`config.mk`:
```
export PLATFORM = sky130hd
export DESIGN_NAME = cap_scan_controller
export DESIGN_NICKNAME = d
export VERILOG_FILES = /design/src/rtl/cap_scan_controller.sv
export SDC_FILE = /design/constraint.sdc
export NUM_CORES = 1
export LEC_CHECK = 0
export CAP_MARGIN = 20
export CORE_MARGIN = 2
export CORE_UTILIZATION = 46
export CTS_CLUSTER_SIZE = 24
export DETAILED_ROUTE_END_ITERATION = 10
export PLACE_DENSITY = 0.81
export SKIP_CTS_REPAIR_TIMING = 1
export SLEW_MARGIN = 5
export SYNTH_ARGS = -nofsm -noshare
export SYNTH_HDL_FRONTEND = slang
export SYNTH_SLANG_ARGS = --single-unit
```
`constraint.sdc`:
```
create_clock -name clock -period 9.4 [get_ports clock]
set_input_delay 2.35 -clock clock [delete_from_list [all_inputs] [get_ports clock]]
set_output_delay 2.35 -clock clock [all_outputs]
set_load 0.05 [all_outputs]
```
`src/rtl/cap_scan_controller.sv`:
```
// Round-robin capacitive pad scanner: discharge each of 9 pads, then time
// the synchronized rise of its sense line and store the count per sensor.
module cap_scan_controller #(
  parameter int DISCHARGE_CYCLES = 1000,
  parameter int TIMEOUT          = 65535
) (
  input  logic         clock,
  input  logic         reset,
  input  logic         enable,
  input  logic [8:0]   sense_in,
  output logic [8:0]   drive_low,
  output logic [287:0] sensor_readings,
  output logic [3:0]   sensor_index,
  output logic         busy,
  output logic         scan_done
);

  localparam int CNT_W = $clog2(TIMEOUT + 1);
  localparam int DC_W  = (DISCHARGE_CYCLES > 1) ? $clog2(DISCHARGE_CYCLES) : 1;

  typedef enum logic [1:0] {IDLE, DISCHARGE, MEASURE, STORE} state_t;

  state_t                 state, state_nxt;
  logic [8:0]             sense_p0, sense_p1;
  logic [3:0]             idx;
  logic [CNT_W-1:0]       count;
  logic [DC_W-1:0]        dcnt;
  logic [8:0][31:0]       readings;
  logic                   s_cur;
  logic                   dis_last;
  logic                   count_sat;

  assign s_cur     = sense_p1[idx];
  assign dis_last  = (dcnt == DC_W'(DISCHARGE_CYCLES - 1));
  // Saturation is detected one increment early so the final count equals TIMEOUT.
  assign count_sat = (count == CNT_W'(TIMEOUT - 1));

  assign sensor_readings = readings;
  assign sensor_index    = idx;
  assign busy            = (state != IDLE);
  assign drive_low       = (state == DISCHARGE) ? 9'(9'd1 << idx) : 9'd0;

  always_ff @(posedge clock or posedge reset) begin
    if (reset) state <= IDLE;
    else       state <= state_nxt;
  end

  always_comb begin
    state_nxt = state;
    case (state)
      IDLE:      if (enable) state_nxt = DISCHARGE;
      DISCHARGE: if (dis_last) state_nxt = MEASURE;
      MEASURE:   if (s_cur || count_sat) state_nxt = STORE;
      STORE:     state_nxt = enable ? DISCHARGE : IDLE;
      default:   state_nxt = IDLE;
    endcase
  end

  always_ff @(posedge clock or posedge reset) begin
    if (reset) begin
      sense_p0  <= '0;
      sense_p1  <= '0;
      idx       <= '0;
      count     <= '0;
      dcnt      <= '0;
      readings  <= '0;
      scan_done <= 1'b0;
    end else begin
      // stage p0 -> p1: two-flop synchronizer on the raw pad levels
      sense_p0  <= sense_in;
      sense_p1  <= sense_p0;
      scan_done <= (state == STORE) && (idx == 4'd8);
      case (state)
        IDLE: begin
          idx  <= '0;
          dcnt <= '0;
        end
        DISCHARGE: begin
          dcnt  <= dis_last ? '0 : dcnt + 1'b1;
          count <= '0;
        end
        MEASURE: begin
          if (!s_cur) count <= count + 1'b1;
        end
        STORE: begin
          readings[idx] <= 32'(count);
          idx           <= (idx == 4'd8 || !enable) ? 4'd0 : idx + 4'd1;
          dcnt          <= '0;
        end
        default: ;
      endcase
    end
  end

endmodule

```
==> flow_metrics.tcl, run 1 <==
set metrics [dict create \
    status "finished clean" \
    drive_gt1_share_pct 18.9 \
    rsz0062_at_grt "false" \
    synth-seq-cells 195 \
    max_slew_margin_pct 19.3 \
    synthTopCellsByArea "dfrtp_1 54%, mux2_2 16%, buf_4 12%, o21ai_0 2.1%, ha_1 2.0%" \
    diodes 0 \
    fp.dieArea_sq_um 20600 \
    route.detailed.drc 0 \
    clock_path_buffers 2 \
    grt_usage_pct 19.3 \
    start_util_pct 46.4 \
    path_clk_slew_ns 0.07 \
    ys.flop_type "dfrtp_1" \
    synthArstFlopShare_pct 100 \
    worst_pin_slew_ns 1.21 \
    rows 51 \
    ant_nets 0 \
    clock_latency_ns 0.42 \
    synth_edf_count 0 \
    synth_area_sq_um 8970 \
    ys_top_cells_by_count "195 x dfrtp_1, 144 x buf_4, 127 x mux2_2" \
    avgSynthCellArea_sq_um 12.1 \
    max_freq_ghz 0.207 \
    critPathRequiredTime_ns 7.05 \
    place.gp.congestion 0.857 \
    ir_drop_mv 0.144 \
    antenna_found_initial 0 \
    die_h_microns 144 \
    drt_iter0_drc 131 \
    die_w_microns 144 \
    port_buffers 170 \
    cts_num_sinks 195 \
    grt_start_max_net_pins 109 \
    viasPerCell 4.76 \
    cp_cell_sequence "ha_1, ha_1, and3b_1, clkdlybuf4s50_1" \
    dpl_cell_area_sq_um 10300 \
    vias 5573 \
    areaGrowthSynthToFinish_pct 22.3 \
    finalCritPeriodShare_pct 51.3 \
    critPathSlowestCell "clkdlybuf4s50_1" \
    worst_hold_path_type "reg -> reg" \
    htree_levels 4 \
    fin_crit_ns 4.82 \
    dp_hpwl_microns 13600 \
    slew_violations 0 \
    setup_viol 0 \
    setup_tns_ns 0 \
    cts_buffers 17 \
    yosysTopAreaCell "dfrtp_1" \
    grt_first_pass_wirelength_microns 30100 \
    arrival_ns 2.47 \
    final_cell_area_sq_um 11000 \
    core_sq_um 19300 \
    pin_count 315 \
    leakagePower_nw 5.22 \
    drv_cap 0 \
    yosys_warnings 0 \
    cts_tree "built" \
    synth_cells 741 \
    ys_seq_area_share_pct 54.4 \
    netlist.area_leader.share_pct 54.4 \
    cp-end-kind "primary output" \
    ys_types 47 \
    root_buffer "clkbuf_16" \
    grt_pass1_vias 5414 \
    critPathKind "reg -> out" \
    p_per_area_nw_per_um2 199 \
    crit_path_start_kind "flip-flop" \
    cpPeakStageDelay_ns 0.79 \
    hold_viol_final 0 \
    final_util_pct 56.8 \
    wl_per_cell_microns 16.8 \
    cp_common_cell "ha_1" \
    fin_skew_ns 0.00950 \
    synth_most_common_cell "dfrtp_1" \
    crit_fanout 12 \
    wl_microns 19700 \
    nets 920 \
    drt-pass1-iter-count 4 \
    grt_remaining_overflow 0 \
]
[state kept, by name, summed over array words and instances, names as in the netlist]
signal / flops
count: 16
dcnt: 10
scan_done: 1
sense_p0: 9
sense_p1: 9
sensor_index: 4
sensor_readings: 144
state: 2
[path summary, 6_finish.rpt]
kind / start / endpoint / slack, ns / cells past startpoint
max in group asynchronous: reset / sensor_readings[165] / 5.62 / 4
min: sense_p0[0] / sense_p1[0] / 0.36 / 0
min in group asynchronous: reset / sensor_readings[205] / 2.43 / 2
max reg2reg: state[0] / count[9] / 6.24 / 7
min reg2reg: sense_p0[0] / sense_p1[0] / 0.36 / 0
max: sensor_index[0] / drive_low[3] / 4.58 / 4
[area by class of cell]
cell class	instances	area [sq um]
fillers	1614	8360
flip-flops and latches	195	4880
multi-input cells	490	3320
repair buffers	173	1740
clock buffers	18	439
well taps	265	332
clock inverters	14	189
inverters	17	71.3
[logic make-up (layout without fill, tap and decap cells)]
logic type / Yosys count / in the layout / share of synthesized area, %
mux: 130 / 130 / 16.3
compound gates: 73 / 73 / 5.09
fa+ha+maj: 14 / 14 / 1.95
flops: 195 / 195 / 54.4
xor+xnor: 6 / 6 / 0.586
buf+inv: 199 / 222 / 14.6
other cells: 1 / 144 / 0.0418
simple gates: 123 / 123 / 7.07
[power breakdown]
group	switching (mW)	internal, mW	leakage [nW]	total (mW)
sequential	0.0314	0.866	2.67	0.897
combinational	0.401	0.118	2.24	0.520
clock	0.331	0.436	0.308	0.767
total	0.764	1.42	5.22	2.18
[layout by cell type, fill, tap and decap left out, types with 7 or more instances in the layout]
master           Yosys  layout
nor2_1              19      19
ha_1                14      14
nand3_1             12      12
clkdlybuf4s50_1      0     170
clkbuf_16            0      17
or4_1                7       7
inv_1               17      16
or3_1               10      10
mux2_2             127     127
dfrtp_1            195     195
a21oi_1             16      16
o21ai_0             37      37
conb_1               1     144
nand2_1             39      39
nand4_1              7       7
[per-layer routing]
layer | track usage (%) | up-vias | routed length [microns]
met2 | 31.1 | 232 | 9760
met1 | 24.6 | 2783 | 7990
met5 | 0 | - | 0
li1 | - | 2537 | -
met4 | 6.60 | 0 | 306
met3 | 6.20 | 21 | 1600
[critical path, delay by kind of cell, from the launching register on]
kind	cells	cell delay (ns)
fa+ha+maj	2	0.49
flops	1	0.61
simple gates	1	0.16
buf+inv	1	0.79
[stage by stage]
step	setup WS, ns	hold slack (ns)	cells	power [mW]
2_1_floorplan	1.74	0.331	884	1.37
3_3_place_gp	4.82	0.333	1139	1.42
3_5_place_dp	4.79	0.335	1139	1.43
4_1_cts	4.56	0.356	1171	2.20
5_1_grt	4.47	0.358	1172	2.28
6_report	4.58	0.355	1172	2.18
Note: power is estimated with default switching activity, not from simulation.
==> run 2, diff against run 1 <==
- CORE_UTILIZATION: 46 -> 41
- PLACE_DENSITY: 0.81 -> 0.77
- clock period: 9.4 -> 3.9 ns (I/O delays scaled with it)
==> flow_metrics.tcl, run 2 (synthesized netlist as in run 1, its figures left out) <==
set metrics [dict create \
    crit_fanout 12 \
    pin_count 315 \
    die_w_microns 152 \
    rows 54 \
    critPathKind "reg -> out" \
    ant_nets 0 \
    cp-end-kind "primary output" \
    holdWs_ns 0.347 \
    mostFrequentLayoutCells "195 x dfrtp_1, 170 x clkdlybuf4s50_1, 144 x conb_1, 127 x mux2_2, 39 x nand2_1" \
    areaGrowthSynthToFinish_pct 22.7 \
    root_buffer "clkbuf_16" \
    fp.dieArea_sq_um 23100 \
    pwr-share-comb_pct 24.6 \
    drt_iter0_drc 232 \
    route.detailed.drc 0 \
    grt_remaining_overflow 0 \
    slew_violations 0 \
    arrival_ns 2.45 \
    reg2reg_slack_ns 1.07 \
    p_per_area_nw_per_um2 467 \
    dp_hpwl_microns 14300 \
    final_common_cell "dfrtp_1" \
    path_clk_slew_ns 0.07 \
    place.gp.congestion 0.859 \
    drive_gt1_share_pct 18.9 \
    max_slew_margin_pct 20.4 \
    clock_path_buffers 2 \
    rr_worst_depth 7 \
    cts_buffers 17 \
    crit_path_start_kind "flip-flop" \
    clock_latency_ns 0.42 \
    worstHoldPathCells 0 \
    fin_skew_ns 0.00773 \
    setup_tns_ns 0 \
    fin_crit_ns 3.42 \
    wl_microns 20500 \
    power.switching_mw 1.81 \
    antenna_found_initial 0 \
    setup_viol 0 \
    drt-pass1-iter-count 4 \
    viasPerCell 4.73 \
    max_freq_ghz 0.292 \
    p_clk_share_pct 33.3 \
    largest_reg_flops 144 \
    critical_path.reg2reg.endpoint "count[4]" \
    hold_viol_final 0 \
    cts_num_sinks 195 \
    port_buffers 170 \
    status "finished clean" \
    grt_first_pass_wirelength_microns 31800 \
    htree_levels 4 \
    vias 5628 \
    start_util_pct 41.5 \
    leakagePower_nw 5.22 \
    grt_start_max_net_pins 54 \
    nets 926 \
    r2r-start "state[1]" \
    wl_per_cell_microns 17.2 \
    worst_hold_path_type "reg -> reg" \
    power_frac_seq_pct 42.1 \
    fill_cells 1893 \
    critPathRequiredTime_ns 2.92 \
    cts_tree "built" \
    power_mw 5.14 \
    worst_pin_slew_ns 1.19 \
    die_h_microns 152 \
    core_sq_um 21600 \
    finalCritPeriodShare_pct 87.7 \
    cp-startpoint "sensor_index[0]" \
    cp-endpoint "drive_low[7]" \
    diodes 0 \
    ir_drop_mv 0.326 \
    grt_usage_pct 17.5 \
    switching_share_pct 35.1 \
    drv_cap 0 \
    p_int_mw 3.34 \
    grt_pass1_vias 5503 \
    rsz0062_at_grt "false" \
]
## run 2: changes by cell type in the layout (fill, tap and decap cells not counted), sizes merged
cell / change
inv: -3
bufinv: -1
clkbuf: +2
clkinvlp: +1
buf: +6
clkinv: -1
## run 2: metrics by stage
stage	instance area (sq um)	setup slack [ns]	util (%)	std cells
CTS	11000	0.452	50.9	1191
finish	11000	0.478	50.9	1191
global route	11000	0.373	50.9	1191
floorplan	9520	0.407	-	884
global placement	10400	0.992	48.2	1160
detailed placement	10400	0.910	48.3	1161
## run 2: critical path, cell delays in order (launching register included)
cell and delay, ns:
dfrtp_1 0.59, ha_1 0.29, ha_1 0.17, and3b_1 0.17
clkdlybuf4s50_1 0.81
## run 2: area by class of cell
cell class	count	area, sq um	share of cell area [%]
Inverter	17	67.6	0.614
Timing Repair Buffer	179	1830	16.6
Multi-Input combinational cell	490	3320	30.2
Sequential cell	195	4880	44.3
Clock buffer	20	437	3.97
Clock inverter	10	125	1.14
Tap cell	280	350	3.18
## run 2: routing by layer
metal,share of wire (%),GRT usage (%),vias to the layer above
met1,41,21.7,2811
met4,2.5,6.32,0
li1,-,-,2546
met2,49,29.1,241
met3,7.3,5.31,30
met5,0,0,-
## run 2: power groups by stage
stage | Clock, mW | Combinational (mW) | Sequential [mW]
floorplan | 0 | 1.05 | 2.26
global placement | 0 | 1.24 | 2.20
detailed placement | 0 | 1.26 | 2.21
CTS | 1.77 | 1.26 | 2.17
global route | 1.84 | 1.36 | 2.18
finish | 1.72 | 1.26 | 2.17
## run 2: worst min path at each step
stage	from	endpoint
after detailed placement	sense_p0[8]	sense_p1[8]
after global placement	sense_p0[6]	sense_p1[6]
after global routing	sense_p0[7]	sense_p1[7]
after CTS	sense_p0[8]	sense_p1[8]
after floorplan	sense_p0[0]	sense_p1[0]
final	sense_p0[8]	sense_p1[8]
==> run 3, diff against run 2 <==
- ABC_CLOCK_PERIOD_IN_PS: unset -> 3270
- CORE_UTILIZATION: 41 -> 46
- PLACE_DENSITY: 0.77 -> 0.81
- clock period: 3.9 -> 3.27 ns (I/O delays scaled with it)
==> flow_metrics.tcl, run 3 (synthesized netlist as in run 1, its figures left out) <==
set metrics [dict create \
    status "finished clean" \
    areaGrowthSynthToFinish_pct 23.6 \
    cts_buffers 17 \
    hold_viol_final 0 \
    die_h_microns 144 \
    fin_skew_ns 0.0159 \
    grt_pass1_vias 5588 \
    fill_cells 1590 \
    viasPerCell 4.79 \
    vias 5672 \
    worst_pin_slew_ns 1.04 \
    finalCritPeriodShare_pct 95.9 \
    worst_hold_path_type "reg -> reg" \
    critPathRequiredTime_ns 2.45 \
    port_buffers 170 \
    max_slew_margin_pct 30.6 \
    cpPeakStageDelay_ns 0.82 \
    critPathSlowestCell "clkdlybuf4s50_1" \
    grt_first_pass_wirelength_microns 30900 \
    r2r-start "sensor_index[0]" \
    cp-startpoint "state[1]" \
    start_util_pct 46.4 \
    pre_cts_ws_ns 0.438 \
    ant_nets 0 \
    holdWs_ns 0.349 \
    setup_tns_ns 0 \
    cp-end-kind "primary output" \
    drive_gt1_share_pct 20.0 \
    path_clk_slew_ns 0.07 \
    grt_remaining_overflow 0 \
    wl_per_cell_microns 17.1 \
    switching_share_pct 34.9 \
    dp_hpwl_microns 14100 \
    grt_usage_pct 19.9 \
    rows 51 \
    p_clk_share_pct 34.5 \
    pin_count 315 \
    clock_latency_ns 0.44 \
    max_freq_ghz 0.319 \
    drt-pass1-iter-count 4 \
    grt_start_max_net_pins 57 \
    nets 933 \
    rsz0062_at_grt "false" \
    antenna_found_initial 0 \
    setup_viol 0 \
    hp-start "sense_p0[7]" \
    dp_cells 1153 \
    cts_num_sinks 195 \
    htree_levels 4 \
    root_buffer "clkbuf_16" \
    fin_crit_ns 3.14 \
    ir_drop_mv 0.370 \
    cp_cell_sequence "inv_1, ha_1, nand2_1, nor2_1, clkdlybuf4s50_1" \
    slew_violations 0 \
    crit_path_start_kind "flip-flop" \
    dpl_cell_area_sq_um 10500 \
    diodes 0 \
    largest_reg_flops 144 \
    power_frac_seq_pct 40.6 \
    fp.dieArea_sq_um 20600 \
    drv_cap 0 \
    final_util_pct 57.4 \
    crit_fanout 7 \
    layout.cells.non_filler 1185 \
    place.gp.congestion 0.916 \
    leakagePower_nw 5.41 \
    final_cell_area_sq_um 11100 \
    die_w_microns 144 \
    power_mw 6.32 \
    pwr-share-comb_pct 24.9 \
    cts_tree "built" \
    mostFrequentLayoutCells "195 x dfrtp_1, 163 x clkdlybuf4s50_1, 144 x conb_1, 127 x mux2_2, 39 x nand2_1" \
    p_int_mw 4.11 \
    wl_microns 20200 \
    p_per_area_nw_per_um2 570 \
    clock_path_buffers 2 \
    route.detailed.drc 0 \
    core_sq_um 19300 \
    arrival_ns 2.32 \
    power.switching_mw 2.20 \
    drt_iter0_drc 182 \
    final_common_cell "dfrtp_1" \
    finalWorstSetupSlack_ns 0.134 \
    critPathKind "reg -> out" \
]
-- run 3: worst max-delay path: cells and delay by family (launching register included) --
kind,cells,cell delay [ns]
flip-flops,1,0.42
buffers and inverters,2,0.96
AND/OR/NAND/NOR,2,0.21
adder cells (fa/ha/maj),1,0.31
-- run 3: worst paths after layout --
kind / endpoint / slack (ns) / depth (start not counted)
max reg2reg: count[9] / 0.83 / 6
min reg2reg: sense_p1[7] / 0.35 / 0
max: drive_low[5] / 0.13 / 5
min in group asynchronous: sensor_readings[235] / 0.80 / 2
min: sense_p1[7] / 0.35 / 0
max in group asynchronous: sensor_readings[262] / 1.73 / 3
-- run 3: layout make-up --
| class | instances | area [sq um] | area share, % |
|---|---|---|---|
| clock buffers | 17 | 425 | 3.84 |
| clock inverters | 15 | 196 | 1.77 |
| inverters | 17 | 67.6 | 0.609 |
| multi-input cells | 490 | 3320 | 30.0 |
| flip-flops and latches | 195 | 4880 | 44.0 |
| well taps | 265 | 332 | 2.99 |
| repair buffers | 186 | 1860 | 16.8 |
-- run 3: layer usage --
| layer | routed length [microns] | global-route usage, % | vias up | share of wire (%) |
|---|---|---|---|---|
| met1 | 8080 | 24.2 | 2827 | 40 |
| li1 | - | - | 2555 | - |
| met4 | 518 | 8.05 | 0 | 2.6 |
| met5 | 0 | 0 | - | 0 |
| met3 | 1790 | 7.63 | 33 | 8.8 |
| met2 | 9830 | 32.0 | 257 | 49 |
-- run 3: power by group through the flow --
stage	clock network [mW]	logic, mW	registers [mW]
floorplan	0	1.25	2.69
global placement	0	1.54	2.61
detailed placement	0	1.57	2.61
CTS	2.23	1.57	2.57
global route	2.34	1.68	2.58
finish	2.18	1.57	2.57
